File: config.mk
export PLATFORM = sky130hd
export DESIGN_NAME = ir_poll_ctrl
export DESIGN_NICKNAME = d
export VERILOG_FILES = /design/src/rtl/ir_poll_ctrl.sv
export SDC_FILE = /design/constraint.sdc
export NUM_CORES = 1
export LEC_CHECK = 0
export CORE_ASPECT_RATIO = 0.75
export CORE_UTILIZATION = 57
export DETAILED_ROUTE_END_ITERATION = 8
export HOLD_SLACK_MARGIN = 0.08
export PLACE_DENSITY = 0.84
export SLEW_MARGIN = 30
export SYNTH_ARGS = -nofsm -noshare
export SYNTH_HDL_FRONTEND = slang
export SYNTH_SLANG_ARGS = --single-unit
File: constraint.sdc
create_clock -name clk -period 2.4 [get_ports clk]
set_input_delay 0.36 -clock clk [delete_from_list [all_inputs] [get_ports clk]]
set_output_delay 0.36 -clock clk [all_outputs]
set_load 0.05 [all_outputs]
File: src/rtl/ir_poll_ctrl.sv
// Polling scheduler for the IR bump/dip sensor over a UART TX/RX pair.
// Sends a query byte, decodes the one-byte reply, retries and flags a sensor fault.
module ir_poll_ctrl #(
   parameter int          POLL_CYCLES    = 5_000_000,
   parameter int          TIMEOUT_CYCLES = 500_000,
   parameter int          MAX_RETRY      = 3,
   parameter logic [7:0]  QUERY_BYTE     = 8'hA5
) (
   input  logic       clk,
   input  logic       rst,
   input  logic       en,
   input  logic       tx_busy,
   input  logic       tx_done,
   output logic       tx_start,
   output logic [7:0] tx_data,
   input  logic       rx_valid,
   input  logic [7:0] rx_data,
   output logic [1:0] flag_tu_ao,
   output logic       flag_valid,
   output logic       sensor_fault
);

   localparam int POLL_W  = (POLL_CYCLES > 1) ? $clog2(POLL_CYCLES) : 1;
   localparam int TO_W    = (TIMEOUT_CYCLES > 1) ? $clog2(TIMEOUT_CYCLES) : 1;
   localparam int RETRY_W = $clog2(MAX_RETRY + 1);

   localparam logic [POLL_W-1:0]  POLL_LAST = POLL_W'(POLL_CYCLES - 1);
   localparam logic [TO_W-1:0]    TO_LAST   = TO_W'(TIMEOUT_CYCLES - 1);
   localparam logic [RETRY_W-1:0] RETRY_MAX = RETRY_W'(MAX_RETRY);

   typedef enum logic [2:0] {
      IDLE,
      WAIT_POLL,
      SEND,
      WAIT_TX,
      WAIT_RX
   } state_t;

   state_t             state, state_nxt;
   logic [POLL_W-1:0]  poll_cnt, poll_nxt;
   logic [TO_W-1:0]    to_cnt, to_nxt;
   logic [RETRY_W-1:0] retry_cnt, retry_nxt, retry_inc;
   logic               start_nxt;
   logic [1:0]         flag_nxt;
   logic               fvalid_nxt;
   logic               fault_nxt;
   logic               good_reply;
   logic               fail;

   // Valid replies are exactly 8'h00, 8'h01 and 8'h02.
   assign good_reply = (rx_data[7:2] == 6'd0) && (rx_data[1:0] != 2'b11);
   assign retry_inc  = retry_cnt + RETRY_W'(1);

   always_ff @(posedge clk or posedge rst) begin
      if (rst) state <= IDLE;
      else     state <= state_nxt;
   end

   always_comb begin
      state_nxt  = state;
      poll_nxt   = poll_cnt;
      to_nxt     = to_cnt;
      retry_nxt  = retry_cnt;
      start_nxt  = 1'b0;
      flag_nxt   = flag_tu_ao;
      fvalid_nxt = 1'b0;
      fault_nxt  = sensor_fault;
      fail       = 1'b0;

      case (state)
         IDLE: begin
            if (en) begin
               state_nxt = WAIT_POLL;
               poll_nxt  = '0;
            end
         end
         WAIT_POLL: begin
            if (!en) begin
               state_nxt = IDLE;
            end else if (poll_cnt == POLL_LAST) begin
               state_nxt = SEND;
               poll_nxt  = '0;
            end else begin
               poll_nxt = poll_cnt + POLL_W'(1);
            end
         end
         SEND: begin
            if (!tx_busy) begin
               start_nxt = 1'b1;
               state_nxt = WAIT_TX;
            end
         end
         WAIT_TX: begin
            if (tx_done) begin
               state_nxt = WAIT_RX;
               to_nxt    = '0;
            end
         end
         WAIT_RX: begin
            to_nxt = to_cnt + TO_W'(1);
            // A byte arriving on the timeout cycle takes priority over the timeout.
            if (rx_valid) begin
               if (good_reply) begin
                  flag_nxt   = rx_data[1:0];
                  fvalid_nxt = 1'b1;
                  retry_nxt  = '0;
                  fault_nxt  = 1'b0;
                  state_nxt  = WAIT_POLL;
                  poll_nxt   = '0;
               end else begin
                  fail = 1'b1;
               end
            end else if (to_cnt == TO_LAST) begin
               fail = 1'b1;
            end

            if (fail) begin
               if (retry_inc < RETRY_MAX) begin
                  retry_nxt = retry_inc;
                  state_nxt = SEND;
               end else begin
                  retry_nxt = '0;
                  fault_nxt = 1'b1;
                  state_nxt = WAIT_POLL;
                  poll_nxt  = '0;
               end
            end
         end
         default: state_nxt = IDLE;
      endcase
   end

   always_ff @(posedge clk or posedge rst) begin
      if (rst) begin
         poll_cnt     <= '0;
         to_cnt       <= '0;
         retry_cnt    <= '0;
         tx_start     <= 1'b0;
         tx_data      <= QUERY_BYTE;
         flag_tu_ao   <= 2'b00;
         flag_valid   <= 1'b0;
         sensor_fault <= 1'b0;
      end else begin
         poll_cnt     <= poll_nxt;
         to_cnt       <= to_nxt;
         retry_cnt    <= retry_nxt;
         tx_start     <= start_nxt;
         tx_data      <= QUERY_BYTE;
         flag_tu_ao   <= flag_nxt;
         flag_valid   <= fvalid_nxt;
         sensor_fault <= fault_nxt;
      end
   end

endmodule

; ---- After elaboration in Yosys (flattened, before gate mapping)
; Cells that the tools add are included.
[word_totals]
inputBits = 14
ff_bits = 52
out_inout_bits = 13
wordCells = 75
[op_classes]
n_addsub = 3
mux = 37
n_lt_le_gt_ge = 1
n_reduce_logical = 12
eq_ne = 14
[ops]
columns = operator, n
row1 = 23-bit two-way mux, 7
row2 = 23-bit case mux with 3 select lines, 1
row3 = 19-bit case mux with 2 select lines, 1
row4 = 3-bit two-way mux, 8
row5 = 23-bit by 1-bit adder with 23-bit output (second input constant), 1
row6 = 23-bit equality test (second input constant), 1
row7 = 19-bit by 1-bit adder with 19-bit output (second input constant), 1
row8 = 19-bit equality test (second input constant), 1
row9 = 19-bit two-way mux, 1
row10 = 3-bit case mux with 5 select lines, 1
row11 = 1-bit two-way mux, 13
row12 = 2-bit two-way mux, 5
row13 = 2-bit inequality test (second input constant), 5
row14 = 3-bit inequality test (second input constant), 3
row15 = 3-bit AND reduction, 3
row16 = 3-bit by 2-bit equality test with 1-bit output (second input constant), 2
row17 = 6-bit zero test, 1
row18 = 6-bit AND reduction, 1
row19 = 2-bit nonzero test, 3
row20 = 3-bit by 1-bit equality test with 1-bit output (second input constant), 1
row21 = 3-bit equality test (second input constant), 1
row22 = 3-bit zero test, 1
row23 = 3-bit nonzero test, 1
row24 = 2-bit by 1-bit adder with 2-bit output (second input constant), 1
row25 = 3 further kinds, 3

; ---- Longest topological paths before layout
[logic_depth]
word_depth = 7
depth_mapped = 9
mapped_depth_nobuf = 7

; ---- Worst setup path after synthesis
; No wires, ideal clock.
[synth_timing]
path_type = register -> register
startpoint = register poll_cnt[0]
endpoint = register poll_cnt[14]
setup_ns = 0.126
period_less_slack_ns = 1.923
path_stages_with_launch = 10
path_slack_ns = 0.477
t_arrival_ns = 1.797
n_path_buf = 2
required_ns = 2.274
cell_sequence = dfrtp_1 > ha_1 > nand3_1 > or4b_1 > o21ai_2 > buf_6 > buf_6 > a21oi_1 > o21ai_1 > o31ai_1
[synth_via]
elab_chain_cells = 4
elab_cells_between_ends = 5
cone_classes = 1 x add/sub / 1 x eq/ne / 3 x mux
[synth_rtl]
columns = item, line
row1 = from (decl), 40  ; logic [POLL_W-1:0] poll_cnt, poll_nxt;
row2 = from (signal assigned), 144  ; poll_cnt <= poll_nxt;
row3 = 23-bit by 1-bit adder with 23-bit output / 23-bit equality test (equally long branches), "84, 80"
row4 = 23-bit two-way mux *, 80  ; end else if (poll_cnt == POLL_LAST) begin
row5 = 23-bit two-way mux *, 78  ; if (!en) begin
row6 = 23-bit case mux with 3 select lines *, 70  ; case (state)
; Every way passes the cells marked *; elsewhere a longest branch is shown, timed or not. The select of a mux whose other input is x is not followed.
; A chain may end at the register's enable or synchronous reset.

; ---- Final worst setup path
[layout_timing]
startpoint = register poll_cnt[0]
endpoint = register poll_cnt[20]
; Same word-level chain as after synthesis.

==> summary.txt <==
STA
  • Worst Max-Slew Pin Slew: 675 ps
  • FMAX: 451 MHz
  • Minimum clock period: 2220 ps
  • Final period utilization: 92.4%
  • Setup TNS: 0 ps
  • Pins Over Slew Limit: 0
  • Slew margin rel.: 54.9%
  • Skew final: 7.17 ps
  • Final Hold Fails: 0
  • Final setup fails: 0

Synthesis
  • Mapped Area: 2890 sq um
  • Register area share after synthesis: between 40 and 50%
  • Synth Instances: 319
  • Largest area contributor in the netlist: dfrtp_1
  • Area fraction of the dominant cell type after synthesis: 45.0%
  • Ranking of synthesized cells by area: dfrtp_1 45%, nand2_1 5.1%, o21ai_0 3.8%, nand3_1 3.6%, o31ai_1 3.4%
  • Mean post-synth cell area: about 9 sq um
  • Top_reg_cell synth: dfrtp_1
  • Unique masters post-synth: 49
  • Asr flop ratio synth: 100%
  • Number of enable flip-flop cells after synthesis: 0
  • #FFs+latches synth: 52
  • Warning count from the yosys run: 0

Setup path
  • Critical path's largest stage delay: 490 ps
  • Crit-path cells: ha_1 > nand3_1 > or4b_1 > o21ai_2 > buf_4 > a31oi_1 > o21ai_0 > o31ai_1
  • FF-to-FF setup slack: 180 ps
  • Worst path top cell family by delay: simple AND/OR/NAND/NOR gates
  • Crit start category: flop
  • Reg2reg start: poll_cnt[0]
  • Critical path depth: 8
  • Crit path from: poll_cnt[0]
  • Endpoint class of the critical path: flop
  • CP Class: flop to flop
  • Worst endpoint required time: 2590 ps
  • Slowest cell on crit path: or4b_1
  • Worst Path Buf+Inv: 1
  • Reg2Reg Depth: 8
  • Critical Path Sink: poll_cnt[20]
  • Reg-to-Reg End: poll_cnt[20]
  • Critical Path Fanout Max: 13
  • Data arrival, critical path: 2410 ps

Global routing
  • First-pass GRT wire length: 10.8 mm
  • Initial antenna violation count: 0
  • Vias in the first global route: 2183
  • Tot GR Track Use: roughly 25%
  • GR Overflow Total: 0
  • Largest net degree at the start of global routing: 33

Floorplan
  • Initial Util: 59.3%
  • Ports: 27
  • Die ar.: 5360 sq um
  • Site row count: 22
  • Die width: 84.2 microns
  • Core box area: slightly below 5000 sq um
  • Die Ht: 63.7 microns

Final layout
  • Final net count: between 300 and 400
  • Layout Utilization: 65.4%
  • Layout cell share with drive strength beyond 1: 7.42%
  • Area growth syn-to-layout: 10.3%
  • Non-Filler Instances: 397
  • Diode count: 0
  • Most frequent cells in the layout: 52 x dfrtp_1, 39 x nand2_1, 22 x o21ai_0, 21 x nand3_1, 19 x nor2_1
  • Commonest non-fill, non-tap cell in the layout: dfrtp_1
  • Filler cells: 378

Pwr
  • Worst vdd ir: 0.462 mV
  • PD cells: 874 nW/um^2
  • Leak: approximately 0.0014 uW

Clock network
  • Worst skew pair latency: 300 ps
  • Hold-fix buffers at CTS: 0
  • Clk sink count: 52
  • Num CTS Buffers: 5
  • CTS H-Tree Depth: 2
  • CTS tree: built
  • Root cell of the clock tree: clkbuf_8
  • Reg clk slew, reported paths: ~90 ps
  • CTS Buffer Depth: 2

Placement
  • HPWL Detailed: 4.39 mm
  • Placed cells: a little under 400
  • Gpl congestion: 0.832
  • PortBufs: 18

Route
  • Drt pass-1 iters: 6
  • Initial DRC count: 268
  • DR WL/cell: 15.9 microns
  • DR vias: 2511
  • DR DRC count: 8
  • Detail-routed via count per cell: 6.32
  • Total wire length: between 6 and 7 mm
  • ANT nets after route: 0

Flow run
  • Max-cap violations: 0

Status
  • Run status: complete, but fails checks
  • Violations in the final reports: DRC

Min path
  • Hold Path Class: input port to async pin
## per-stage QoR
stage	cell area (sq um)	hold WS [ps]	setup WS (ps)	power, uW
floorplan	2910	431	477	2060
global placement	3090	457	160	2210
detailed placement	3090	462	120	2270
CTS	3180	403	157	2780
global route	3190	439	-2.90	2980
finish	3190	385	181	2790
## sequential cells by signal, summed over array words and instances, names as in the netlist
name	count
poll_cnt	23
to_cnt	19
state	3
flag_tu_ao	2
retry_cnt	2
flag_valid	1
sensor_fault	1
tx_start	1
## cells in the mapped netlist (all sizes together) (2+ instances only)
library cell	n
clkbuf	3
buf	18
nor2	21
and4	10
o21ai	33
or3	5
nand4	6
a31oi	9
o41ai	2
dfrtp	52
mux2i	7
a22o	2
nor3	5
inv	5
and2	5
o211ai	3
nand4b	2
ha	2
nand2b	6
o31ai	13
nor4b	5
nand3	21
a21oi	14
nor2b	5
or2	2
nand3b	3
xor2	2
nand2	39
and3	6
a21o	2
conb	2
mux2	2
## where the power goes
group	total, uW	switching [uW]	leakage (uW)	internal (uW)
clock	506	275	0.0000510	231
sequential	1390	294	0.000707	1100
combinational	893	541	0.000639	352
## layout make-up
cell class	instances	area, sq um	area share, %
Multi-Input combinational cell	247	1460	45.6
Sequential cell	52	1300	40.8
Tap cell	60	75.1	2.35
Clock inverter	2	10.0	0.314
Inverter	5	18.8	0.589
Clock buffer	6	82.6	2.59
Timing Repair Buffer	25	245	7.69
## worst register-to-register path: stages, from the launching register on
cell and delay, ps:
dfrtp_1 410, ha_1 250, nand3_1 120, or4b_1 490, o21ai_2 260, buf_4 240
a31oi_1 60, o21ai_0 170, o31ai_1 100
## layer usage
metal | wire length (microns) | GRT usage (%) | up-vias | part of all wire (%)
met5 | 0 | 0 | - | 0
met4 | 56 | 7.97 | 0 | 0.89
met3 | 398 | 5.37 | 6 | 6.3
met2 | 2740 | 34.8 | 102 | 43
met1 | 3100 | 39.5 | 1208 | 49
li1 | - | - | 1195 | -
## worst min-delay path by stage
| stage | endpoint | slack (ps) | cells after the start |
|---|---|---|---|
| after floorplan | tx_start | 430 | 1 |
| after global placement | to_cnt[18] | 460 | 1 |
| final | to_cnt[15] | 390 | 2 |
| after global routing | to_cnt[15] | 440 | 2 |
| after CTS | to_cnt[8] | 400 | 2 |
| after detailed placement | to_cnt[18] | 460 | 1 |
## logic make-up (layout without fill, tap and decap cells)
| kind of cell | after synthesis | count (layout) | share of synthesized area, % |
|---|---|---|---|
| xor gates and xnor gates | 2 | 2 | 0.606 |
| muxes | 9 | 9 | 3.20 |
| DFF | 52 | 52 | 45.0 |
| buffers and inverters | 26 | 38 | 5.54 |
| other | 2 | 8 | 0.260 |
| adders and majority gates | 2 | 2 | 0.866 |
| AOI/OAI and AO/OA | 83 | 83 | 17.7 |
| and+or+nand+nor | 143 | 143 | 26.8 |
## repair_timing
action                                  in CTS  in global routing
buffers inserted                             0                  0
endpoints found under the setup margin       0                  3
resized for setup                            0                  2
(Power assumes the default switching activity.)
